<file path="src/rtl/pipe_ctrl_pkg.sv">
// pipe_ctrl_pkg: shared stage-index type and saturating counter helper.
package pipe_ctrl_pkg;
    localparam int unsigned CNT_MAX_W  = 64;
    localparam int unsigned DEF_STAGES = 5;
    typedef logic [$clog2(DEF_STAGES)-1:0] stage_idx_t;
    function automatic logic [CNT_MAX_W-1:0] sat_inc(input logic [CNT_MAX_W-1:0] v,
                                                     input logic inc, input int unsigned w);
        logic [CNT_MAX_W-1:0] max_v;
        max_v = {CNT_MAX_W{1'b1}} >> (CNT_MAX_W - w);
        return (inc && v != max_v) ? v + CNT_MAX_W'(1) : v;
    endfunction
endpackage

</file>
<file path="src/rtl/pipe_slot.sv">
// pipe_slot: one pipeline slot, a valid bit plus payload with kill > load > hold.
module pipe_slot #(
    parameter int unsigned DATA_W = 32
) (
    input  logic              clk_i,
    input  logic              rst_ni,
    input  logic              load_i,
    input  logic              kill_i,
    input  logic              valid_i,
    input  logic [DATA_W-1:0] data_i,
    output logic              valid_o,
    output logic [DATA_W-1:0] data_o
);
    logic              valid_q;
    logic [DATA_W-1:0] data_q;
    always_ff @(posedge clk_i or negedge rst_ni) begin
        if (!rst_ni) begin
            valid_q <= 1'b0;
            data_q  <= '0;
        end else if (kill_i) begin
            valid_q <= 1'b0;
        end else if (load_i) begin
            valid_q <= valid_i;
            data_q  <= data_i;
        end
    end
    assign valid_o = valid_q;
    assign data_o  = data_q;
endmodule

</file>
<file path="src/rtl/pipe_ctrl.sv">
// pipe_ctrl: parametrised stall/flush pipeline backbone with saturating perf counters.
module pipe_ctrl
    import pipe_ctrl_pkg::*;
#(
    parameter int unsigned STAGES = 5,
    parameter int unsigned DATA_W = 32,
    parameter int unsigned CNT_W  = 32
) (
    input  logic                       clk_i,
    input  logic                       rst_ni,
    input  logic                       in_valid_i,
    input  logic [DATA_W-1:0]          in_data_i,
    output logic                       in_ready_o,
    input  logic [STAGES-1:0]          stall_req_i,
    input  logic                       flush_i,
    input  logic [$clog2(STAGES)-1:0]  flush_upto_i,
    output logic [STAGES-1:0]          stage_valid_o,
    output logic [STAGES*DATA_W-1:0]   stage_data_o,
    output logic                       out_valid_o,
    output logic [DATA_W-1:0]          out_data_o,
    input  logic                       out_ready_i,
    input  logic                       cnt_clr_i,
    output logic [CNT_W-1:0]           cycle_cnt_o,
    output logic [CNT_W-1:0]           retire_cnt_o,
    output logic [CNT_W-1:0]           stall_cnt_o,
    output logic [CNT_W-1:0]           flush_cnt_o
);
    logic [STAGES-1:0] v, blk, kill, nv;
    logic [DATA_W-1:0] data_q [STAGES];
    logic [CNT_W-1:0]  cyc_q, cyc_d, ret_q, ret_d, stl_q, stl_d, fls_q, fls_d;
    // Blocked chain runs oldest to youngest through a scalar so it stays a plain combinational chain.
    always_comb begin
        logic b;
        int   f;
        b = ~out_ready_i;
        for (int k = STAGES - 1; k >= 0; k--) begin
            b      = v[k] & (stall_req_i[k] | b);
            blk[k] = b;
        end
        f = (int'(flush_upto_i) > int'(STAGES) - 1) ? int'(STAGES) - 1 : int'(flush_upto_i);
        for (int k = 0; k < int'(STAGES); k++) kill[k] = flush_i && (k <= f);
        nv[0] = in_valid_i & ~flush_i;
        for (int k = 1; k < int'(STAGES); k++) nv[k] = v[k-1] & ~blk[k-1] & ~kill[k-1];
    end
    for (genvar g = 0; g < STAGES; g++) begin : g_slot
        logic [DATA_W-1:0] src;
        if (g == 0) begin : g_head
            assign src = in_data_i;
        end else begin : g_body
            assign src = data_q[g-1];
        end
        pipe_slot #(.DATA_W(DATA_W)) u_slot (
            .clk_i  (clk_i),
            .rst_ni (rst_ni),
            .load_i (~blk[g]),
            .kill_i (kill[g]),
            .valid_i(nv[g]),
            .data_i (src),
            .valid_o(v[g]),
            .data_o (data_q[g])
        );
        assign stage_data_o[g*DATA_W +: DATA_W] = data_q[g];
    end
    always_comb begin
        cyc_d = cnt_clr_i ? '0 : CNT_W'(sat_inc(CNT_MAX_W'(cyc_q), 1'b1, CNT_W));
        ret_d = cnt_clr_i ? '0 : CNT_W'(sat_inc(CNT_MAX_W'(ret_q), out_valid_o & out_ready_i, CNT_W));
        stl_d = cnt_clr_i ? '0 : CNT_W'(sat_inc(CNT_MAX_W'(stl_q), |blk, CNT_W));
        fls_d = cnt_clr_i ? '0 : CNT_W'(sat_inc(CNT_MAX_W'(fls_q), flush_i, CNT_W));
    end
    always_ff @(posedge clk_i or negedge rst_ni) begin
        if (!rst_ni) begin
            cyc_q <= '0;
            ret_q <= '0;
            stl_q <= '0;
            fls_q <= '0;
        end else begin
            cyc_q <= cyc_d;
            ret_q <= ret_d;
            stl_q <= stl_d;
            fls_q <= fls_d;
        end
    end
    assign in_ready_o    = ~blk[0];
    assign stage_valid_o = v;
    assign out_valid_o   = v[STAGES-1];
    assign out_data_o    = data_q[STAGES-1];
    assign cycle_cnt_o   = cyc_q;
    assign retire_cnt_o  = ret_q;
    assign stall_cnt_o   = stl_q;
    assign flush_cnt_o   = fls_q;
endmodule
</file>
<file path="config.mk">
export PLATFORM = sky130hd
export DESIGN_NAME = pipe_ctrl
export DESIGN_NICKNAME = d
export VERILOG_FILES = /design/src/rtl/pipe_ctrl_pkg.sv /design/src/rtl/pipe_slot.sv /design/src/rtl/pipe_ctrl.sv
export SDC_FILE = /design/constraint.sdc
export NUM_CORES = 1
export LEC_CHECK = 0
export CAP_MARGIN = 20
export CORE_ASPECT_RATIO = 0.8
export CORE_MARGIN = 4
export CORE_UTILIZATION = 40
export CTS_CLUSTER_SIZE = 16
export DETAILED_ROUTE_END_ITERATION = 8
export GPL_TIMING_DRIVEN = 0
export PLACE_DENSITY = 0.67
export SKIP_LAST_GASP = 1
export SLEW_MARGIN = 20
export SYNTH_ARGS = -nofsm -noshare
export SYNTH_HDL_FRONTEND = slang
export SYNTH_HIERARCHICAL = 1
export SYNTH_SLANG_ARGS = --single-unit
</file>
<file path="constraint.sdc">
create_clock -name clk_i -period 2.7 [get_ports clk_i]
set_input_delay 0.54 -clock clk_i [delete_from_list [all_inputs] [get_ports clk_i]]
set_output_delay 0.54 -clock clk_i [all_outputs]
set_load 0.01 [all_outputs]
</file>
==> summary.txt <==
Worst setup path
  – Cell breakdown of the critical path: clkdlybuf4s50_1 -> nand2b_4 -> a21o_1 -> a21oi_2 -> o21bai_2 -> a31oi_2 -> buf_6
  – Max stage delay cell, worst path: clkdlybuf4s50_1
  – CP arrival: between 2 and 2.5 ns
  – WP buf/inv: 2
  – CP peak stage delay: ~0.4 ns
  – Max FO, Critical Path: 4
  – Worst Path Class, Setup: in2out
  – Worst path required time: 2.16 ns
  – Cell family with most CP delay: compound AO/OA/AOI/OAI gates
  – Crit path launch type: primary input
  – Worst Setup End Kind: output port

Pwr
  – Sw frac: between 20% and 30%
  – Switching power: ~3.6 mW
  – Combinational Power Share: 26.6%
  – Power Total: approximately 13 mW
  – Clock power share: ~32%
  – Pwr Density: 667 nW/um^2
  – Sequential share of power: approximately two fifths
  – LEAKAGE: 8.38 nW
  – VDD IR max: a little over 500 uV
  – Internal power: 9.82 mW

GRT
  – GRT Total Usage: roughly a fifth
  – Initial antenna violation count: 4
  – Largest net degree at the start of global routing: 94
  – Grt ovf: 0
  – Wire length of the first global-routing pass: 67,700 microns
  – Vias in the first global route: 11,400

Placed design
  – Pre-CTS setup slack: -0.852 ns
  – RD Place Congestion: roughly 0.86
  – Placed cell area: 19,000 sq um
  – Hpwl dp: about 32,000 microns
  – Placed cells: 2,067
  – IO buf count: between 300 and 400

Floorplanning
  – Die height: between 150 and 200 microns
  – IO Pins: 373
  – Row count: between 60 and 70
  – Die extent in x: ~220 microns
  – Core region area: roughly 36,000 sq um
  – Initial Util: between 40 and 50%
  – Total Die Area: approximately 40,000 sq um

Layout
  – Fin area: roughly 20,000 sq um
  – Fillers: 3,077
  – # nets final: ~1,700
  – Multi-input gate area: between 6000 and 7000 sq um
  – Register area: around 7300 sq um
  – Final std cells w/o fill: between 2,000 and 2,500
  – Layout area overhead: 37.6%
  – Share of cells above drive strength 1: roughly a fifth
  – Util after Layout: between 50% and 60%

STA
  – Hold violation count in the final report: 0
  – Post-route worst setup slack: roughly 0.1 ns
  – Period minus WS final: 2.60 ns
  – Worst slew pin tran: around 0.85 ns
  – Hold slack: between 0.4 and 0.5 ns
  – Setup TNS: 0 ns
  – # setup viols final: 0
  – Clk_skew: ~0.0097 ns
  – Slew headroom: 42.8%
  – Final Cycle Share: just under 100%
  – Fmax: ~380 MHz
  – Pins Over Slew Limit: 0

Outcome
  – Outcome: completed

Drt
  – TritonRoute pass-1 iters: 5
  – WL/cell: ~20 microns
  – Total Wirelength: about 43,000 microns
  – DR vias: about 11,000
  – Final antenna-violating net count: 0
  – Via density: approximately 5.4
  – DRT iter0 DRCs: ~740
  – DRC Markers: 0

Yosys
  – Yosys cell types: 63
  – Post-synth top area share: around 50%
  – Post-Syn Area per Cell: approximately 12 sq um
  – #FFs+latches synth: about 290
  – Dominant cell by count in the synthesized netlist: dfrtp_1
  – Post-synth EDFFs: 0
  – Async S/R FF share, synth: 100%
  – Dominant cells by area after synthesis: dfrtp_1 (50%), mux2_4 (15%), a21oi_1 (3.2%)
  – Synthesized instance count: ~1,200
  – Most area-hungry cell type in the Yosys netlist: dfrtp_1
  – Seq/Total Area, Yosys: roughly 50%
  – Synth top cells by count: dfrtp_1 (293), mux2_4 (150), a21oi_1 (93)
  – Synth Flop Type: dfrtp_1
  – Synth Warn #: 6
  – Synthesized area: roughly 15,000 sq um
  – Mapped Nets: ~1,300

Clocking
  – Num CTS Buffers: 31
  – H-Tree Depth: 1
  – Max clock buf depth: 3
  – Clk pin slew, worst setup/hold paths: approximately 0.060 ns
  – Clock latency on the worst-skew pair: 0.56 ns
  – CTS tree: built
  – CTS Sinks: ~290
  – CTS root buffer: clkbuf_16

Worst hold path
  – Hold Path Class: in2async

Flow run
  – Max-Cap Viols: 0
-- area by class of cell --
class | instances | area share [%]
Sequential cell | 293 | 36.5
Inverter | 16 | 0.299
Clock inverter | 11 | 0.554
Tap cell | 480 | 2.99
Antenna cell | 2 | 0.0249
Clock buffer | 46 | 4.59
Timing Repair Buffer | 377 | 19.0
Multi-Input combinational cell | 815 | 32.3
Buffer | 88 | 3.76
-- placed cells by master (no fill, tap or decap), types with 4 or more instances in the layout --
master / n
clkinv_2: 7
or3_1: 43
mux2_4: 150
o31ai_1: 44
buf_12: 15
buf_2: 7
and3_1: 20
xor2_1: 5
o21ai_0: 48
or2_2: 5
nor3_1: 9
nand2_1: 48
nor2_1: 59
and4_1: 21
or4_1: 39
a21oi_1: 92
xnor2_1: 17
dfrtp_1: 292
and2_1: 11
a211oi_1: 4
inv_1: 16
ha_1: 4
clkbuf_1: 31
a21o_1: 7
buf_6: 6
clkdlybuf4s50_1: 368
nor4_1: 14
nor2b_4: 5
mux2_2: 20
nand4_1: 34
buf_4: 36
mux2i_1: 7
clkbuf_8: 9
nand3_1: 46
nor2b_1: 13
clkbuf_16: 31
-- worst reg2reg max path, delay by kind of cell, from the launching register on --
kind                     cells  cell delay [ns]
buffers and inverters        1             0.32
AO/OA/AOI/OAI                2             0.59
adder cells (fa/ha/maj)      1             0.32
flip-flops                   1             0.42
AND/OR/NAND/NOR              3             0.69
-- what timing repair did --
| item | in CTS | in global routing |
|---|---|---|
| hold buffers | 1 | 0 |
| setup endpoints to repair | 1 | 21 |
| pin swaps | 1 | 1 |
| hold endpoints to repair | 39 | 0 |
| buffers inserted | 1 | 1 |
| resized for setup | 11 | 6 |
-- kinds of logic (layout without fill, tap and decap cells) --
| kind of cell | after synthesis | after routing | synth area share [%] |
|---|---|---|---|
| AND/OR/NAND/NOR | 389 | 389 | 15.7 |
| multiplexers | 177 | 177 | 17.4 |
| AO/OA/AOI/OAI | 223 | 223 | 9.39 |
| XOR/XNOR | 22 | 22 | 1.32 |
| flip-flops | 293 | 293 | 50.2 |
| buffers and inverters | 105 | 538 | 5.60 |
| other | 0 | 2 | 0 |
| adder cells (fa/ha/maj) | 4 | 4 | 0.343 |
-- state kept, by name, summed over array words and instances, names as in the netlist --
name and cells:
flush_cnt_o 32, g_slot.u_slot/valid_o 5, g_slot.u_slot/data_o 160, cycle_cnt_o 32
stall_cnt_o 32, retire_cnt_o 32
-- power by group through the flow --
stage	Combinational, mW	Sequential, mW	Clock, mW
6_report	3.57	5.52	4.32
5_1_grt	3.74	5.61	4.61
4_1_cts	3.62	5.52	4.42
3_5_place_dp	3.60	5.59	0
3_3_place_gp	3.54	5.57	0
2_1_floorplan	1.37	5.73	0
-- layer usage --
layer | wire [microns] | GRT usage (%) | vias to the layer above
met5 | 25 | 0 | -
met4 | 763 | 4.65 | 4
met1 | 18700 | 27.8 | 5746
li1 | - | - | 5314
met2 | 20600 | 34.5 | 366
met3 | 3270 | 6.33 | 50
-- worst paths after layout --
kind / startpoint / endpoint / slack (ns) / cells after the start
worst max-delay path: stall_req_i[4] / in_ready_o / 0.10 / 7
worst min-delay path: rst_ni / g_slot[0].u_slot/data_o[1] / 0.47 / 2
worst max register to register: retire_cnt_o[0] / retire_cnt_o[15] / 0.22 / 7
worst min register to register: g_slot[2].u_slot/data_o[1] / g_slot[3].u_slot/data_o[1] / 0.53 / 1
max in group asynchronous: rst_ni / flush_cnt_o[9] / 1.10 / 4
min in group clk_i: g_slot[2].u_slot/data_o[1] / g_slot[3].u_slot/data_o[1] / 0.53 / 1
No activity file was read; power rests on OpenSTA's default activity.
